--- config.mk ---
export PLATFORM = sky130hd
export DESIGN_NAME = phase_sequencer
export DESIGN_NICKNAME = d
export VERILOG_FILES = /design/src/rtl/phase_sequencer.sv
export SDC_FILE = /design/constraint.sdc
export NUM_CORES = 1
export LEC_CHECK = 0
export ABC_AREA = 1
export BUFFER_PORTS_ARGS = -buffer_cell sky130_fd_sc_hd__buf_2
export CAP_MARGIN = 10
export CORE_MARGIN = 2
export CORE_UTILIZATION = 26
export DETAILED_ROUTE_END_ITERATION = 12
export RECOVER_POWER = 100
export SYNTH_ARGS = -nofsm -noshare
export SYNTH_HDL_FRONTEND = slang
export SYNTH_SLANG_ARGS = --single-unit
--- constraint.sdc ---
create_clock -name clk -period 2.1 [get_ports clk]
set_clock_uncertainty 0.2 [all_clocks]
set_input_delay 0.42 -clock clk [delete_from_list [all_inputs] [get_ports clk]]
set_output_delay 0.42 -clock clk [all_outputs]
set_load 0.02 [all_outputs]
--- src/rtl/phase_sequencer.sv ---
// Multi-cycle phase sequencer: walks one-hot phases P0..P4 per instruction class,
// waits on memory / MDU handshakes and aborts stuck waits or illegal opcodes.
//   state | meaning
//   P0    | fetch, held until mem_ready
//   P1    | decode, class latched, illegal opcodes abort here
//   P2    | execute, MDU class held until mdu_done
//   P3    | memory, held until mem_ready
//   P4    | writeback
module phase_sequencer #(
  parameter int TIMEOUT = 64,
  parameter int RET_W   = 32
) (
  input  logic             clk,
  input  logic             reset,
  input  logic [5:0]       op,
  input  logic [5:0]       irfunc,
  input  logic [4:0]       regimm,
  input  logic             mem_ready,
  input  logic             mdu_done,
  output logic [4:0]       p,
  output logic             stall,
  output logic             mdu_start,
  output logic             retire,
  output logic             illegal,
  output logic             timeout,
  output logic [RET_W-1:0] retired_cnt
);

  localparam logic [4:0] P0 = 5'b00001;
  localparam logic [4:0] P1 = 5'b00010;
  localparam logic [4:0] P2 = 5'b00100;
  localparam logic [4:0] P3 = 5'b01000;
  localparam logic [4:0] P4 = 5'b10000;

  localparam logic [2:0] C_ALU = 3'd0;
  localparam logic [2:0] C_BR  = 3'd1;
  localparam logic [2:0] C_JMP = 3'd2;
  localparam logic [2:0] C_MDU = 3'd3;
  localparam logic [2:0] C_LD  = 3'd4;
  localparam logic [2:0] C_ST  = 3'd5;

  localparam logic [7:0] CNT_LAST = 8'(TIMEOUT - 1);

  logic [2:0] cls;
  logic [2:0] dec_cls;
  logic       dec_ok;
  logic [7:0] stall_cnt;
  logic       waiting;
  logic       timeout_hit;
  logic       stall_int;
  logic [4:0] p_next;

  always_comb begin
    dec_cls = C_ALU;
    dec_ok  = 1'b1;
    case (op)
      6'h00: begin
        case (irfunc)
          6'h00, 6'h02, 6'h03, 6'h04, 6'h06, 6'h07,
          6'h10, 6'h11, 6'h12, 6'h13,
          6'h20, 6'h21, 6'h22, 6'h23, 6'h24, 6'h25, 6'h26, 6'h27,
          6'h2A, 6'h2B:                 dec_cls = C_ALU;
          6'h08, 6'h09:                 dec_cls = C_JMP;
          6'h18, 6'h19, 6'h1A, 6'h1B:   dec_cls = C_MDU;
          default:                      dec_ok  = 1'b0;
        endcase
      end
      6'h01: begin
        if (regimm == 5'h00 || regimm == 5'h01) dec_cls = C_BR;
        else                                    dec_ok  = 1'b0;
      end
      6'h02, 6'h03:                      dec_cls = C_JMP;
      6'h04, 6'h05, 6'h06, 6'h07:        dec_cls = C_BR;
      6'h08, 6'h09, 6'h0A, 6'h0B,
      6'h0C, 6'h0D, 6'h0E, 6'h0F:        dec_cls = C_ALU;
      6'h20, 6'h21, 6'h23, 6'h24, 6'h25: dec_cls = C_LD;
      6'h28, 6'h29, 6'h2B:               dec_cls = C_ST;
      default:                           dec_ok  = 1'b0;
    endcase
  end

  always_comb begin
    waiting = 1'b0;
    if (p == P0)                     waiting = ~mem_ready;
    else if (p == P2 && cls == C_MDU) waiting = ~mdu_done;
    else if (p == P3)                waiting = ~mem_ready;
  end

  assign timeout_hit = waiting && (stall_cnt == CNT_LAST);
  assign stall_int   = waiting && !timeout_hit;

  always_comb begin
    p_next = P0;
    case (p)
      P0: p_next = mem_ready ? P1 : P0;
      P1: p_next = dec_ok ? P2 : P0;
      P2: begin
        case (cls)
          C_BR:        p_next = P0;
          C_MDU:       p_next = mdu_done ? P4 : (timeout_hit ? P0 : P2);
          C_LD, C_ST:  p_next = P3;
          default:     p_next = P4;
        endcase
      end
      P3: begin
        if (mem_ready)        p_next = (cls == C_LD) ? P4 : P0;
        else if (timeout_hit) p_next = P0;
        else                  p_next = P3;
      end
      P4:      p_next = P0;
      default: p_next = P0;
    endcase
  end

  // Pulses are gated by reset so an aborted instruction never reports anything.
  assign stall     = !reset && stall_int;
  assign timeout   = !reset && timeout_hit;
  assign illegal   = !reset && (p == P1) && !dec_ok;
  assign mdu_start = !reset && (p == P2) && (cls == C_MDU) && (stall_cnt == 8'd0);
  assign retire    = !reset && ((p == P4) ||
                                (p == P2 && cls == C_BR) ||
                                (p == P3 && cls == C_ST && mem_ready));

  always_ff @(posedge clk) begin
    if (reset) begin
      p           <= P0;
      cls         <= C_ALU;
      stall_cnt   <= 8'd0;
      retired_cnt <= '0;
    end else begin
      p         <= p_next;
      stall_cnt <= stall_int ? stall_cnt + 8'd1 : 8'd0;
      if (p == P1 && dec_ok) cls <= dec_cls;
      if (retire) retired_cnt <= retired_cnt + RET_W'(1);
    end
  end

endmodule

### Word-level counts from Yosys, hierarchy flattened

Cells that the tools add are included.

* register bits: 48
* input port bits: 21
* output and inout port bits: 42
* word-level logic and storage cells: 121

* $add $sub $neg: 2
* equality and inequality tests: 59
* multiplexer cells: 18
* bitwise operators: 3
* reductions and logical operators: 35

Operators with widths (number)
* equality test 6 bit, second input constant: 18
* equality test 6 x 4 -> 1 bit, second input constant: 10
* equality test 6 x 5 -> 1 bit, second input constant: 8
* equality test 6 x 3 -> 1 bit, second input constant: 7
* adder 32 x 1 -> 32 bit, second input constant: 1
* OR reduction 26 bit: 1
* equality test 6 x 2 -> 1 bit, second input constant: 4
* OR reduction 22 bit: 1
* one-hot mux 5 bit (4 select lines): 1
* one-hot mux 3 bit (6 select lines): 1
* logical AND 1 bit: 15
* 2-to-1 mux 5 bit: 3
* one-hot mux 5 bit (3 select lines): 1
* zero test 6 bit: 2
* equality test 5 x 1 -> 1 bit, second input constant: 2
* adder 8 x 1 -> 8 bit, second input constant: 1
* equality test 8 x 6 -> 1 bit, second input constant: 1
* zero test 8 bit: 1
* OR reduction 2 bit: 4
* OR reduction 4 bit: 2
* equality test 3 bit, second input constant: 2
* equality test 6 x 1 -> 1 bit, second input constant: 1
* 2-to-1 mux 1 bit: 6
* 2-to-1 mux 3 bit: 2
* other kinds (16): 22

### Logic depth before layout (Yosys ltp)

* word-level depth: 9
* gate-level depth with buffers: 12
* gate-level depth less buffers: 11

### Worst setup path after synthesis

OpenSTA, ideal clock, no wires.

* path type: reg2out
* from: register stall_cnt[0]
* to: output timeout
* arrival time: 1.458 ns
* data required time: 1.480 ns
* path slack: 0.022 ns
* cell stages (with the launch flop): 8
* path through: dfxtp_1 -> ha_1 -> nand2_1 -> nor3_1 -> nand2_1 -> nor2_1 -> nand3_1 -> nor2_1

* longest elaborated chain between the ends: 3

Ends and longest elaborated chain
* start, declared: line 47 `logic [7:0] stall_cnt;`
* start signal, assigned: line 132 `stall_cnt <= stall_int ? stall_cnt + 8'd1 : 8'd0;`
* equality test 8 x 6 -> 1 bit: line 89 `assign timeout_hit = waiting && (stall_cnt == CNT_LAST);`
* logical AND 1 bit: line 89
* logical AND 1 bit: line 117 `assign timeout = !reset && timeout_hit;`
* end, declared: line 25 `output logic timeout,`

No other way between the ends.

### Worst setup path after layout

* from: register cls[0]
* to: output timeout

* longest elaborated chain between the ends: 6

Ends and longest elaborated chain
* start, declared: line 44 `logic [2:0] cls;`
* start signal, assigned: line 133 `if (p == P1 && dec_ok) cls <= dec_cls;`
* equality test 3 x 2 -> 1 bit: line 85 `else if (p == P2 && cls == C_MDU) waiting = ~mdu_done;`
* logical AND 1 bit: line 85
* 2-to-1 mux 1 bit: line 85
* 2-to-1 mux 1 bit: line 84 `if (p == P0) waiting = ~mem_ready;`
* logical AND 1 bit: line 89
* logical AND 1 bit: line 117

No other way between the ends.

==> summary.txt <==
Floorplan
  – Core Box Area: 12,500 um2
  – Die H: ~120 um
  – Initial Utilization: 0.263
  – Cell row count: slightly above 40
  – I/O pins: 63
  – Die width: 116 um
  – Die area: roughly 14,000 um2

Drt
  – Via density: 4.41
  – DRT iter0 DRCs: 145
  – Routed WL per cell: about 11 um
  – Post-route ant nets: 0
  – Routed via count: 3,456
  – DRC Markers: 0
  – Drt total wl: between 8000 and 9000 um
  – Drt first pass iters: 4

Run status
  – Failing checks: negative setup slack
  – Status: finished, violations left

Global routing
  – Largest net degree at the start of global routing: 29
  – Number of antenna violations at the first check in global routing: 0
  – All-layer global routing usage: 0.134
  – Grt total ovfl: 0
  – First-pass GRT wire length: ~14,000 um
  – Vias in the first global route: 3,046

Timing
  – Fin Setup TNS: -0.172 ns
  – RSZ-0062 raised after global routing: true
  – Final Worst Setup Slack: -0.0929 ns
  – Achievable Freq: 456 MHz
  – Setup violators final: 2
  – Relative slew slack: 0.701
  – Worst-Margin Slew: 0.448 ns
  – Final Hold Fails: 0
  – Post-route clock period utilization: 1.04
  – Clock period minus final worst setup slack: 2.19 ns
  – Final Max Tran Viols: 0

Finish
  – Most common cell after layout, fill and taps aside: nand2_1
  – Cell area after layout: approximately 4300 um2
  – Most frequent cells in the layout: nand2_1, nor2_1, inv_1, dfxtp_1, clkbuf_1
  – Antenna diode count: 0
  – Layout area overhead: 29.9%
  – Final nets: 636
  – Layout cell share with drive strength beyond 1: 0.271

Power and ir drop
  – Leakage Power: 1.59 nW
  – Worst IR Drop VDD: 0.242 mV
  – Power Total: roughly 0.0021 W
  – Power Dens Cells: 504 nW/um2

Worst setup path
  – FF-to-FF Start: cls[0]$_SDFFE_PP0P_
  – Setup crit end kind: output pin
  – Crit path from: cls[0]$_SDFFE_PP0P_
  – CP Launch Type: register
  – R2R Setup Slk: 0.11 ns
  – Setup CP Type: register to output pin
  – Crit path DAT: approximately 1.6 ns
  – WP data required: 1.48 ns
  – CP Max Fanout: 5

Clock tree
  – Max Root-Sink Buffers: 2
  – CTS tree: yes
  – Clk slew on worst S/H paths: 0.07 ns
  – Hold_buf cts: 0
  – Number of CTS-inserted buffers: 5
  – Clk sink count: 48
  – CTS H-Tree Depth: 2
  – Clk Latency, worst-skew pair: 0.29 ns
  – Clock Root Buffer: clkbuf_16

Hold path
  – Min-Delay Path Class: register to register
  – Hold Startpoint: retired_cnt[1]$_SDFFE_PP0P_

Yosys
  – Synthesized area per cell: 6.27 um2
  – Post-Syn Area: 3280 um2
  – Unique cell type count in the Yosys netlist: 34
  – Syn nets: 547
  – Number of synthesized register bits: 48
  – Seq/Total Area, Yosys: 0.293
  – Yosys warning count: 0
  – Post-Synthesis Cells: 523

Job
  – Max_cap viols: 0

Placement
  – Port bufs: 61
  – Global placement routability congestion: 0.891
  – DP Wirelength: 6800 um
  – Area after DPL: slightly below 4000 um2
==> stage by stage <==
stage	std cells	hold slack (ns)	setup slack (ns)	util
floorplan	523	0.241	0.0217	-
global placement	763	0.282	0.0565	0.309
detailed placement	763	0.288	0.0583	0.309
CTS	777	0.298	-0.0913	0.334
global route	784	0.323	-0.175	0.342
finish	784	0.297	-0.0929	0.342
==> Yosys cell counts (all sizes together) <==
master,number,area [um2]
nand4,9,62.6
a21oi,36,251
nand2,180,743
or2,1,6.26
a32oi,1,8.76
dfxtp,48,961
buf,6,61.3
clkbuf,3,11.3
nor3,15,75.1
o21ai,6,30.0
nor2,93,402
clkinv,3,16.3
nand3b,6,45.0
o211ai,2,15.0
inv,56,210
xnor2,1,8.76
xor2,8,70.1
nand3,44,248
and3b,1,8.76
o21a,1,7.51
ha,3,37.5
==> routing by layer <==
metal	routed length (um)	track usage
met1	4450	0.183
met3	255	0.0239
met4	106	0.0325
met2	4150	0.221
met5	0	0
==> state kept, by name, indices dropped and copies added, names as in the netlist <==
register,count
cls,3
p,5
retired_cnt,32
stall_cnt,8
==> repair_timing <==
item / 4_1_cts / 5_1_grt
pin swaps: 13 / 15
gates cloned: 0 / 0
setup buffers: 7 / 8
hold endpoints to repair: 0 / 0
resized for setup: 23 / 39
endpoints found under the setup margin: 4 / 10
==> worst max-delay path, cell delays in order (launching register included) <==
cell	delay (ns)
dfxtp_1	0.41
nand2_1	0.07
nor2_1	0.17
nand4_1	0.17
nand3_2	0.12
nand3_2	0.09
nor2_1	0.11
buf_4	0.14
==> worst paths after layout <==
path | cells after the start | to
worst max register to register | 11 | p[3]$_SDFF_PP0_
worst min register to register | 2 | retired_cnt[1]$_SDFFE_PP0P_
worst max-delay path | 7 | timeout
worst min-delay path | 2 | retired_cnt[1]$_SDFFE_PP0P_
==> cell type report <==
| cell class | count | area (um2) |
|---|---|---|
| tap | 172 | 215 |
| sequential | 48 | 975 |
| timing repair buffer | 91 | 517 |
| multi-input combinational | 407 | 2140 |
| clock buffer | 5 | 125 |
| inverter | 59 | 229 |
| fill | 1410 | 8210 |
| clock inverter | 2 | 60.1 |
==> cell families after synthesis <==
group | synth area share
compound gates | 0.0954
fa+ha+maj | 0.0114
simple gates | 0.485
xor+xnor | 0.0240
buf+inv | 0.0912
flops | 0.293
==> where the power goes <==
group	switching, W	internal [W]	total (W)
sequential	0.0000103	0.000919	0.000930
clock	0.000358	0.000676	0.00103
combinational	0.000111	0.0000704	0.000182
Note: power is estimated with default switching activity, not from simulation.
